**src/rtl/imem_port_arbiter.sv**
```systemverilog
// Arbiter sharing one single-port unified memory between the instruction-fetch port and the
// load/store data port; routes the 1-cycle-latency read data back to the port that issued it.
module imem_port_arbiter #(
  parameter int unsigned ADDR_WIDTH   = 12,
  parameter int unsigned DATA_WIDTH   = 32,
  parameter int unsigned MAX_D_STREAK = 4
) (
  input  logic                  clk,
  input  logic                  rst,
  // Instruction-fetch port
  input  logic                  if_req,
  input  logic [31:0]           if_addr,
  output logic                  if_gnt,
  output logic                  if_rvalid,
  output logic [DATA_WIDTH-1:0] if_rdata,
  // Load/store data port
  input  logic                  d_req,
  input  logic                  d_we,
  input  logic [3:0]            d_be,
  input  logic [31:0]           d_addr,
  input  logic [DATA_WIDTH-1:0] d_wdata,
  output logic                  d_gnt,
  output logic                  d_rvalid,
  output logic [DATA_WIDTH-1:0] d_rdata,
  // Memory side
  output logic                  mem_en,
  output logic [3:0]            mem_we,
  output logic [ADDR_WIDTH-1:0] mem_addr,
  output logic [DATA_WIDTH-1:0] mem_wdata,
  input  logic [DATA_WIDTH-1:0] mem_rdata
);

  localparam logic [3:0] MaxStreak = 4'(MAX_D_STREAK);
  localparam logic       OwnerIf   = 1'b0;
  localparam logic       OwnerD    = 1'b1;

  logic [3:0]            streak_q, streak_d;
  logic                  resp_pend_q, resp_pend_d;
  logic                  resp_owner_q, resp_owner_d;
  logic [DATA_WIDTH-1:0] if_rdata_q, if_rdata_d;
  logic [DATA_WIDTH-1:0] d_rdata_q, d_rdata_d;

  // Word-address slicing drops the byte offset and any bits beyond the memory depth.
  logic unused_addr_bits;
  assign unused_addr_bits = ^{if_addr[31:ADDR_WIDTH+2], if_addr[1:0],
                              d_addr[31:ADDR_WIDTH+2], d_addr[1:0]};

  always_comb begin
    // D wins unless IF has been waiting through MAX_D_STREAK consecutive D grants.
    d_gnt     = ~rst & d_req & ~(if_req & (streak_q == MaxStreak));
    if_gnt    = ~rst & if_req & ~d_gnt;
    mem_en    = if_gnt | d_gnt;
    mem_we    = (d_gnt & d_we) ? d_be : 4'b0000;
    mem_addr  = d_gnt ? d_addr[ADDR_WIDTH+1:2] : if_addr[ADDR_WIDTH+1:2];
    mem_wdata = d_wdata;

    // An in-flight response is dropped while reset is asserted.
    if_rvalid = ~rst & resp_pend_q & (resp_owner_q == OwnerIf);
    d_rvalid  = ~rst & resp_pend_q & (resp_owner_q == OwnerD);
    if_rdata  = if_rvalid ? mem_rdata : if_rdata_q;
    d_rdata   = d_rvalid ? mem_rdata : d_rdata_q;
  end

  always_comb begin
    streak_d = streak_q;
    if (!if_req || if_gnt) begin
      streak_d = 4'd0;
    end else if (d_gnt && (streak_q < MaxStreak)) begin
      streak_d = streak_q + 4'd1;
    end

    resp_pend_d  = if_gnt | (d_gnt & ~d_we);
    resp_owner_d = d_gnt ? OwnerD : OwnerIf;
    if_rdata_d   = if_rdata;
    d_rdata_d    = d_rdata;
  end

  always_ff @(posedge clk) begin
    if (rst) begin
      streak_q     <= 4'd0;
      resp_pend_q  <= 1'b0;
      resp_owner_q <= OwnerIf;
      if_rdata_q   <= '0;
      d_rdata_q    <= '0;
    end else begin
      streak_q     <= streak_d;
      resp_pend_q  <= resp_pend_d;
      resp_owner_q <= resp_owner_d;
      if_rdata_q   <= if_rdata_d;
      d_rdata_q    <= d_rdata_d;
    end
  end

endmodule

```
**config.mk**
```make
export PLATFORM = sky130hd
export DESIGN_NAME = imem_port_arbiter
export DESIGN_NICKNAME = d
export VERILOG_FILES = /design/src/rtl/imem_port_arbiter.sv
export SDC_FILE = /design/constraint.sdc
export NUM_CORES = 1
export LEC_CHECK = 0
export CORE_ASPECT_RATIO = 0.6
export CORE_MARGIN = 5
export CORE_UTILIZATION = 34
export CTS_CLUSTER_DIAMETER = 120
export DETAILED_ROUTE_END_ITERATION = 10
export PLACE_DENSITY_LB_ADDON = 0.15
export SLEW_MARGIN = 25
export SYNTH_ARGS = -nofsm -noshare
export SYNTH_HDL_FRONTEND = slang
export SYNTH_SLANG_ARGS = --single-unit
```
**constraint.sdc**
```tcl
create_clock -name clk -period 1.8 [get_ports clk]
set_input_delay 0.27 -clock clk [delete_from_list [all_inputs] [get_ports clk]]
set_output_delay 0.27 -clock clk [all_outputs]
set_load 0.02 [all_outputs]
```
==> impl_metrics.ini, run 1 <==
[cells_and_area]
finalInstanceArea_um2 = 5951
n_antenna_cell = 0
area_growth_syn_to_layout_pct = 77.99
utilization_pct = 61.10
drive_above_1_share_pct = 54.84
layout.nets = 599

[yosys]
yosysWarnings = 0
synth.avg_cell_area_um2 = 11.73
seq_area_frac_synth_pct = 41.92
synthTopCellsByArea = dfxtp_1 (42%), mux2_4 (13%), mux2_2 (12%)
synth_top_area_share_pct = 41.92
yosysTopAreaCell = dfxtp_1
synth_fp_nets = 424
ys_types = 22
synth_seq_cells = 70
syn_inst = 285
synthesis.area_um2 = 3343

[critical_path]
cp_cell_sequence = inv_2 > ha_4 > nand4b_1 > nand3b_1 > buf_6 > clkinvlp_4 > and3_4 > buf_6
critPathKind = reg2out
startpoint = streak_q[0]$_SDFFE_PP0P_
crit_fanout = 7
r2r-start = streak_q[0]$_SDFFE_PP0P_
slowest_delay_ns = 0.33
worst_path_max_delay_cell = dfxtp_2
crit_arrival_ns = 1.76
worstPathRequired_ns = 1.53
crit_top_cell = buf_6
cp-end-kind = output pin
setup.worst_path.start_class = register

[sta]
setup_violations = 82
tightest_slew_ns = 0.3273
rsz0062_at_grt = true
fin_ws_ns = -0.2326
finalHoldViolCount = 0
holdWs_ns = 0.5400
slew_viol_final = 0
max_freq_mhz = 492.0
period_share_pct = 112.9
fin_crit_ns = 2.033
fin_skew_ns = 0.006008
maxSlewHeadroom_pct = 78.18

[clocking]
cts_tree = done
clock-sinks = 70
clk_latency_ns = 0.33
cts_buffers = 9
clk_path_buf_depth = 2
cts-hold-fix-buffers = 0
cts_root_buf = clkbuf_16
cts-htree-levels = 3
clkTransAtPathRegs_ns = 0.05

[drt]
wire_per_inst_um = 15.82
antenna_left = 0
dr.pass1.iters = 4
drt-total-wl_um = 9492
routed_via_density = 4.313
drt_iter0_drc = 82
route.detailed.drc = 0
vias = 2588

[worst_hold_path]
hp-start = d_wdata[16]
hp-class = in2out

[floorplanning]
initial_core_util_pct = 34.33
die_w_um = 138.0
ioPinCount = 254
die-area_um2 = 11980
rows = 28
coreArea_um2 = 9739
fp.dieH_um = 86.81

[power]
ir_worst_vdd_mv = 0.4880
finalPower_mw = 4.279
p_leak_nw = 2.861
power_density_nw_per_um2 = 719.0

[outcome]
outcome = finished, violations left
failed_checks = negative setup slack

[place]
post_dp_cell_area_um2 = 4863
port_buffers = 149
hpwl_um = 6098
gp_congestion = 0.7499

[global_route]
grt_pass1_vias = 2846
grt_max_degree = 37
grt_pass1_wl_um = 14560
grt_usage_pct = 15.31
antenna_found_initial = 0
grt-ovfl-total = 0

[job]
drv_cap = 0
-- cells by family after synthesis --
group | count (synthesis) | synth area share, %
AND/OR/NAND/NOR | 81 | 16.88
multiplexers | 78 | 29.49
flip-flops | 70 | 41.92
buffers and inverters | 52 | 10.55
adder cells (fa/ha/maj) | 2 | 0.7484
AO/OA/AOI/OAI | 1 | 0.1496
XOR/XNOR | 1 | 0.2620
-- final timing paths --
kind	end	slack, ns	cells after the start
setup / recovery	mem_we[2]	-0.23	8
hold / removal	mem_wdata[16]	0.54	0
setup reg to reg	streak_q[0]$_SDFFE_PP0P_	0.19	10
hold reg to reg	d_rdata_q[10]$_SDFF_PP0_	0.58	2
-- placed cells by master (no fill, tap or decap), drive strengths merged --
cell,count
a21oi,1
and2b,29
and3,7
buf,141
bufinv,1
clkbuf,14
clkdlybuf4s50,63
clkinv,2
clkinvlp,3
dfxtp,70
dlygate4sd2,1
ha,2
inv,7
mux2,77
mux2i,1
nand2b,1
nand3b,2
nand4b,1
nor2,4
nor2b,35
nor3b,2
xnor2,1
-- state kept, by name (all words and copies together) (netlist names) --
register	flops
d_rdata_q	32
if_rdata_q	32
streak_q	4
resp_owner_q	1
resp_pend_q	1
-- final cells by class --
type,instances,area [µm²]
fillers,816,3789
repair buffers,210,2285
multi-input cells,163,1767
flip-flops and latches,70,1406
clock buffers,9,225.2
well taps,135,168.9
clock inverters,7,72.57
inverters,6,26.28
-- routing by layer --
metal	track usage [%]	vias to the layer above	share of wire, %
li1	-	1261	-
met1	18.41	1214	47
met2	23.50	103	42
met3	9.041	10	10
met4	4.036	0	0.83
met5	0	-	0
-- metrics by stage --
| step | worst slack [ns] | std cells | TNS [ns] |
|---|---|---|---|
| after global placement | -0.4908 | 544 | -21.33 |
| after detailed placement | -0.5200 | 544 | -22.07 |
| final | -0.2326 | 600 | -12.73 |
| after floorplan | 0.09563 | 285 | 0 |
| after global routing | -0.3630 | 600 | -18.69 |
| after CTS | -0.2531 | 595 | -10.99 |
-- critical path, delay by kind of cell (launching register included) --
family	cells	cell delay (ns)
buffers and inverters	4	0.53
AND/OR/NAND/NOR	3	0.45
flip-flops	1	0.33
adder cells (fa/ha/maj)	1	0.12
-- what timing repair did --
action | in CTS | in global routing
gates cloned | 2 | 5
resized for setup | 506 | 85
endpoints found under the setup margin | 85 | 84
pin swaps | 9 | 3
setup buffers | 33 | 11
-- synth_stat cells (all sizes together) --
| cell | number |
|---|---|
| mux2 | 77 |
| dfxtp | 70 |
| buf | 39 |
| nor2b | 35 |
| and2b | 29 |
| and3 | 7 |
| clkbuf | 7 |
| inv | 6 |
| nor2 | 4 |
| ha | 2 |
| nand3b | 2 |
| nor3b | 2 |
| a21oi | 1 |
| mux2i | 1 |
| nand2b | 1 |
| nand4b | 1 |
| xnor2 | 1 |
-- power breakdown --
group | leakage (nW) | internal (mW) | switching, mW
sequential | 0.569 | 1.59 | 0.0132
clock | 0.142 | 1.08 | 0.665
combinational | 2.15 | 0.566 | 0.365
No activity file was read; power rests on OpenSTA's default activity.
==> inputs of run 2 (changes only) <==
RECOVER_POWER = 25   (was not set)
==> results of run 2 <==
No change in the layout: final DEF, timing and power equal those of run 1.
==> inputs of run 3 (changes only) <==
CORE_UTILIZATION = 35   (was 34)
CTS_BUF_LIST = sky130_fd_sc_hd__clkbuf_8   (was not set)
RECOVER_POWER = 100   (was 25)
==> run 3 against run 2 <==
  * The run still ends with negative setup slack left
  * Clock power down 11%
  * Critical path type unchanged
  * Sequential cell count is the same
  * Cell count shrank 4.0%
  * Sequential power about the same
  * Critical path depth unchanged
  * Clock skew rose by 0.0029 ns
  * Cell area shrank 7.4%
  * Sequential share of layout area rose by 1.9 points
  * Combinational power is 8.4% lower
  * Core utilization shrank 1.5 points
  * Global-route usage fell by 0.31 points
  * Power decreased by 6.7%
  * Highest routed layer unchanged
==> impl_metrics.ini, run 3 (synthesis gave the netlist of run 1 again) <==
[global_route]
grt_pass1_vias = 2593
antenna_found_initial = 0
grt_pass1_wl_um = 13510
grt_usage_pct = 15.00
grt-ovfl-total = 0
grt_max_degree = 37

[cells_and_area]
fill_cells = 824
finalInstanceArea_um2 = 5513
top_regs = d_rdata_q: 32 flops, if_rdata_q: 32 flops, streak_q: 4 flops
n_antenna_cell = 0
multi_input_area_um2 = 1615
layout_commonest_cell = buf_6
final_cells = 576
regArea_um2 = 1406
layout.nets = 580
final_cell_mix = buf_6 (86), dfxtp_1 (66), clkdlybuf4s50_1 (63), mux2_1 (44), nor2b_1 (35)
area_growth_syn_to_layout_pct = 64.90
drive_above_1_share_pct = 41.26

[sta]
slew_viol_final = 0
finalHoldViolCount = 0
max_freq_mhz = 491.6
fin_crit_ns = 2.034
fin_skew_ns = 0.008910
tightest_slew_ns = 0.3324
rsz0062_at_grt = true
fin_ws_ns = -0.2341
maxSlewHeadroom_pct = 77.84
tns_ns = -13.18
holdWs_ns = 0.4162
period_share_pct = 113.0
setup_violations = 82

[critical_path]
crit_arrival_ns = 1.76
crit_fanout = 7
critPathKind = reg2out
worstPathRequired_ns = 1.53
ff2ff_path_depth = 6
setup.worst_path.start_class = register
cp-end-kind = output pin

[floorplanning]
rows = 27
ioPinCount = 254
fp.dieH_um = 85.71
coreArea_um2 = 9256
die-area_um2 = 11670
die_w_um = 136.2
initial_core_util_pct = 36.12

[drt]
antenna_left = 0
drt-total-wl_um = 9057
drt_iter0_drc = 70
route.detailed.drc = 0
routed_via_density = 4.352
vias = 2507
wire_per_inst_um = 15.72
dr.pass1.iters = 2

[place]
gp_congestion = 0.7400
port_buffers = 149
place_inst = 539
hpwl_um = 6091
post_dp_cell_area_um2 = 4870
preCtsSetupSlack_ns = -0.4913

[power]
power_density_nw_per_um2 = 724.3
p_leak_nw = 2.657
ir_worst_vdd_mv = 0.4365

[worst_hold_path]
hp-class = in2reg
hold_depth = 4

[clocking]
clk_latency_ns = 0.34
cts_buffers = 9
clk_path_buf_depth = 2
cts_root_buf = clkbuf_8
cts_tree = done
clkTransAtPathRegs_ns = 0.07
clock-sinks = 70
cts-htree-levels = 3

[outcome]
failed_checks = negative setup slack
outcome = finished, violations left

[job]
drv_cap = 0
-- run 3: path summary, 6_finish.rpt --
kind	from	end	slack, ns
worst max-delay path	streak_q[0]$_SDFFE_PP0P_	mem_addr[1]	-0.23
worst min-delay path	rst	if_rdata_q[31]$_SDFF_PP0_	0.42
worst max register to register	resp_owner_q$_SDFF_PP0_	if_rdata_q[15]$_SDFF_PP0_	0.20
worst min register to register	if_rdata_q[23]$_SDFF_PP0_	if_rdata_q[23]$_SDFF_PP0_	0.59
-- run 3: layer usage --
layer	part of all wire (%)	GRT usage [%]
met1	45	18.03
met2	43	22.41
met3	12	9.144
met4	1.2	4.575
met5	0	0
-- run 3: final cells by class --
type | count | area share [%]
clock buffer | 10 | 2.497
clock inverter | 6 | 1.997
inverter | 6 | 0.4539
multi-input combinational | 163 | 29.30
sequential | 70 | 25.51
tap | 130 | 2.951
timing repair buffer | 191 | 37.29
-- run 3: report_power, final --
part / leakage [nW] / switching [mW] / internal (mW) / total (mW)
Sequential: 0.569 / 0.0118 / 1.59 / 1.60
Clock: 0.124 / 0.581 / 0.956 / 1.54
Combinational: 1.96 / 0.349 / 0.504 / 0.853
Total: 2.66 / 0.942 / 3.05 / 3.99
-- run 3: critical path: stages (launching register included) --
cell	delay, ns
dfxtp_2	0.33
inv_2	0.05
ha_4	0.15
nand4b_1	0.08
nand3b_1	0.09
buf_6	0.15
buf_16	0.14
mux2_4	0.30
buf_6	0.13
-- run 3: metrics by stage --
| stage | power [mW] | utilization (%) |
|---|---|---|
| floorplan | 2.104 | - |
| global route | 4.165 | 59.56 |
| detailed placement | 2.400 | 52.61 |
| global placement | 2.396 | 52.61 |
| CTS | 4.045 | 57.95 |
| finish | 3.993 | 59.56 |
-- run 3: repair_timing --
item                                    4_1_cts  5_1_grt
hold endpoints to repair                      0        0
hold buffers                                  0        0
pin swaps                                     3        1
endpoints found under the setup margin       85       84
gates resized for setup                     460      123
gates cloned                                  5        2
buffers inserted                              8       11
==> patch: new RTL, settings of run 3 <==
`ADDR_WIDTH`: 12 -> 13.
--- a/src/rtl/imem_port_arbiter.sv
+++ b/src/rtl/imem_port_arbiter.sv
@@ -1,7 +1,7 @@
 // Arbiter sharing one single-port unified memory between the instruction-fetch port and the
 // load/store data port; routes the 1-cycle-latency read data back to the port that issued it.
 module imem_port_arbiter #(
-  parameter int unsigned ADDR_WIDTH   = 12,
+  parameter int unsigned ADDR_WIDTH   = 13,
   parameter int unsigned DATA_WIDTH   = 32,
   parameter int unsigned MAX_D_STREAK = 4
 ) (
Ports: changed (resized mem_addr); port bits go from 254 to 255. No check against the original RTL was run, so the function may have changed too.
==> patch against run 3 <==
- the flow still finishes with violations (negative setup slack)
- final area up 5.3%
- wire length up 2.7%
- setup slack worse by 23 ps
- non-clock buffer count up 13
- sequential cell count unchanged
- count of clock-buffer cells in the layout down 1
- total power down 2.7%
- via count up 2.4%
- synthesized cell count up 0.35%
- die area up 0.34%
- sequential share of layout area down 1.3 points
- register-to-register slack worse by 60 ps
- synthesized area up 0.37%
- critical path type unchanged
- critical endpoint is now mem_addr[6]
==> patch: results (changes against run 3) <==
Run status
  • Status: finished, violations left
  • Failing checks: negative setup slack

Yosys
  • Most instantiated cells after synthesis: 70 x dfxtp_1, 36 x mux2_2, 35 x buf_4, 35 x nor2b_1
  • Adder-Cell Fraction of Synth Area: 0.00746 (-0.0000279)
  • XOR/XNOR Fraction of Synth Area: 0.00261 (-0.00000977)
  • Seq/Total Area, Yosys: 0.418 (-0.00156)
  • Mux cell area share after synthesis: 0.297 (+0.00226)
  • Top cells by area, synth: dfxtp_1 42%, mux2_4 13%, mux2_2 12%
  • Post-synthesis net count: 425 (+0.24%)
  • Netlist cell types: 23 (+4.5%)
  • Compound-cell area share of the yosys netlist: 0.00149 (-0.00000558)
  • Mapped Cells: 286 (+0.35%)

Layout
  • Multi-input gates: 164 (+0.61%)
  • Layout cells sized above 1: 0.520 (+0.107)
  • Multi-input gate share of total cell area: 0.304 (+0.0106)
  • CLK BUF: 9 (-1)
  • Seq/total area: 0.242 (-0.0130)
  • Final clock-cell share: 0.0369 (-0.00807)
  • Util after Layout: 0.627 (+0.0314)
  • Cell Count, Final, Fillers Out: 590 (+2.4%)
  • Seq_cells: 70 (unchanged)
  • Design area: 5800 µm² (+5.3%)

Routing
  • Met3 WL post-DR: 1090 µm (+2.8%)
  • Post-DR vias/cell: 4.35 (about the same)
  • Met1 WL: 4050 µm (+0.42%)
  • Total wire length: 9300 µm (+2.7%)
  • Met2 routed WL: 4080 µm (+5.9%)
  • Drt first pass iters: 4 (+2)

Placement
  • Dpl cells: 544 (+0.93%)
  • Setup WS pre-CTS: -516 ps (-24.5 ps)

Hold path
  • Hold endpoint: if_rdata_q[22]

Power and ir drop
  • Leakage power: 2.79 nW (+4.9%)
  • Internal Power: 2.92 mW (-4.2%)
  • Maximum vdd ir drop: 0.000359 V (-18%)

Worst setup path
  • Reg2Reg Depth: 7 (+1)
  • Crit Path Max Fanout: 8 (+1)
  • Worst Path Arrival: 1790 ps (+30 ps)
  • Crit path capture: mem_addr[6]
  • Flop2flop setup slack: 140 ps (-60 ps)

Global routing
  • Vias in the first global route: 2653 (+2.3%)
  • Met2 Use GR: 0.230 (+0.00629)
  • Pin count of the biggest net entering global routing: 41 (+11%)
  • M1 GR Usage: 0.180 (-0.000553)

STA
  • Setup TNS: -15690 ps (-2510 ps)
  • Worst setup margin: -258 ps (-23.5 ps)
  • Min Hold Slack: 300 ps (-116 ps)
  • Final Setup Violations: 83 (+1.2%)
[patch: cell types whose count changed in the layout (fill, tap and decap cells not counted), moves of 2 or more]
cell             change
clkbuf_2             -2
clkinv_2             +2
and3_1               -2
and3_4               +2
clkbuf_16            +2
mux2_1              -39
mux2_4              +32
buf_2                +2
buf_6               +15
clkbuf_1             -3
mux2_2               +8
clkdlybuf4s50_1      +2
[patch: critical path: cells and delay by family, from the launching register on]
family,cells,cell delay [ps]
simple gates,2,300
buf+inv,3,380
fa+ha+maj,1,120
mux,1,320
flops,1,320
[patch: timing repair]
| item | 4_1_cts | 5_1_grt |
|---|---|---|
| resized for setup | 448 | 147 |
| setup endpoints to repair | 86 | 84 |
| pin swaps | 7 | 4 |
| setup buffers | 15 | 13 |
| gates cloned | 1 | 3 |
[patch: power by group through the flow]
stage	clock network, mW	logic [mW]	registers (mW)
detailed placement	0	0.785	1.64
global placement	0	0.782	1.64
global route	1.47	0.977	1.61
finish	1.36	0.920	1.60
floorplan	0	0.472	1.64
CTS	1.41	0.848	1.60
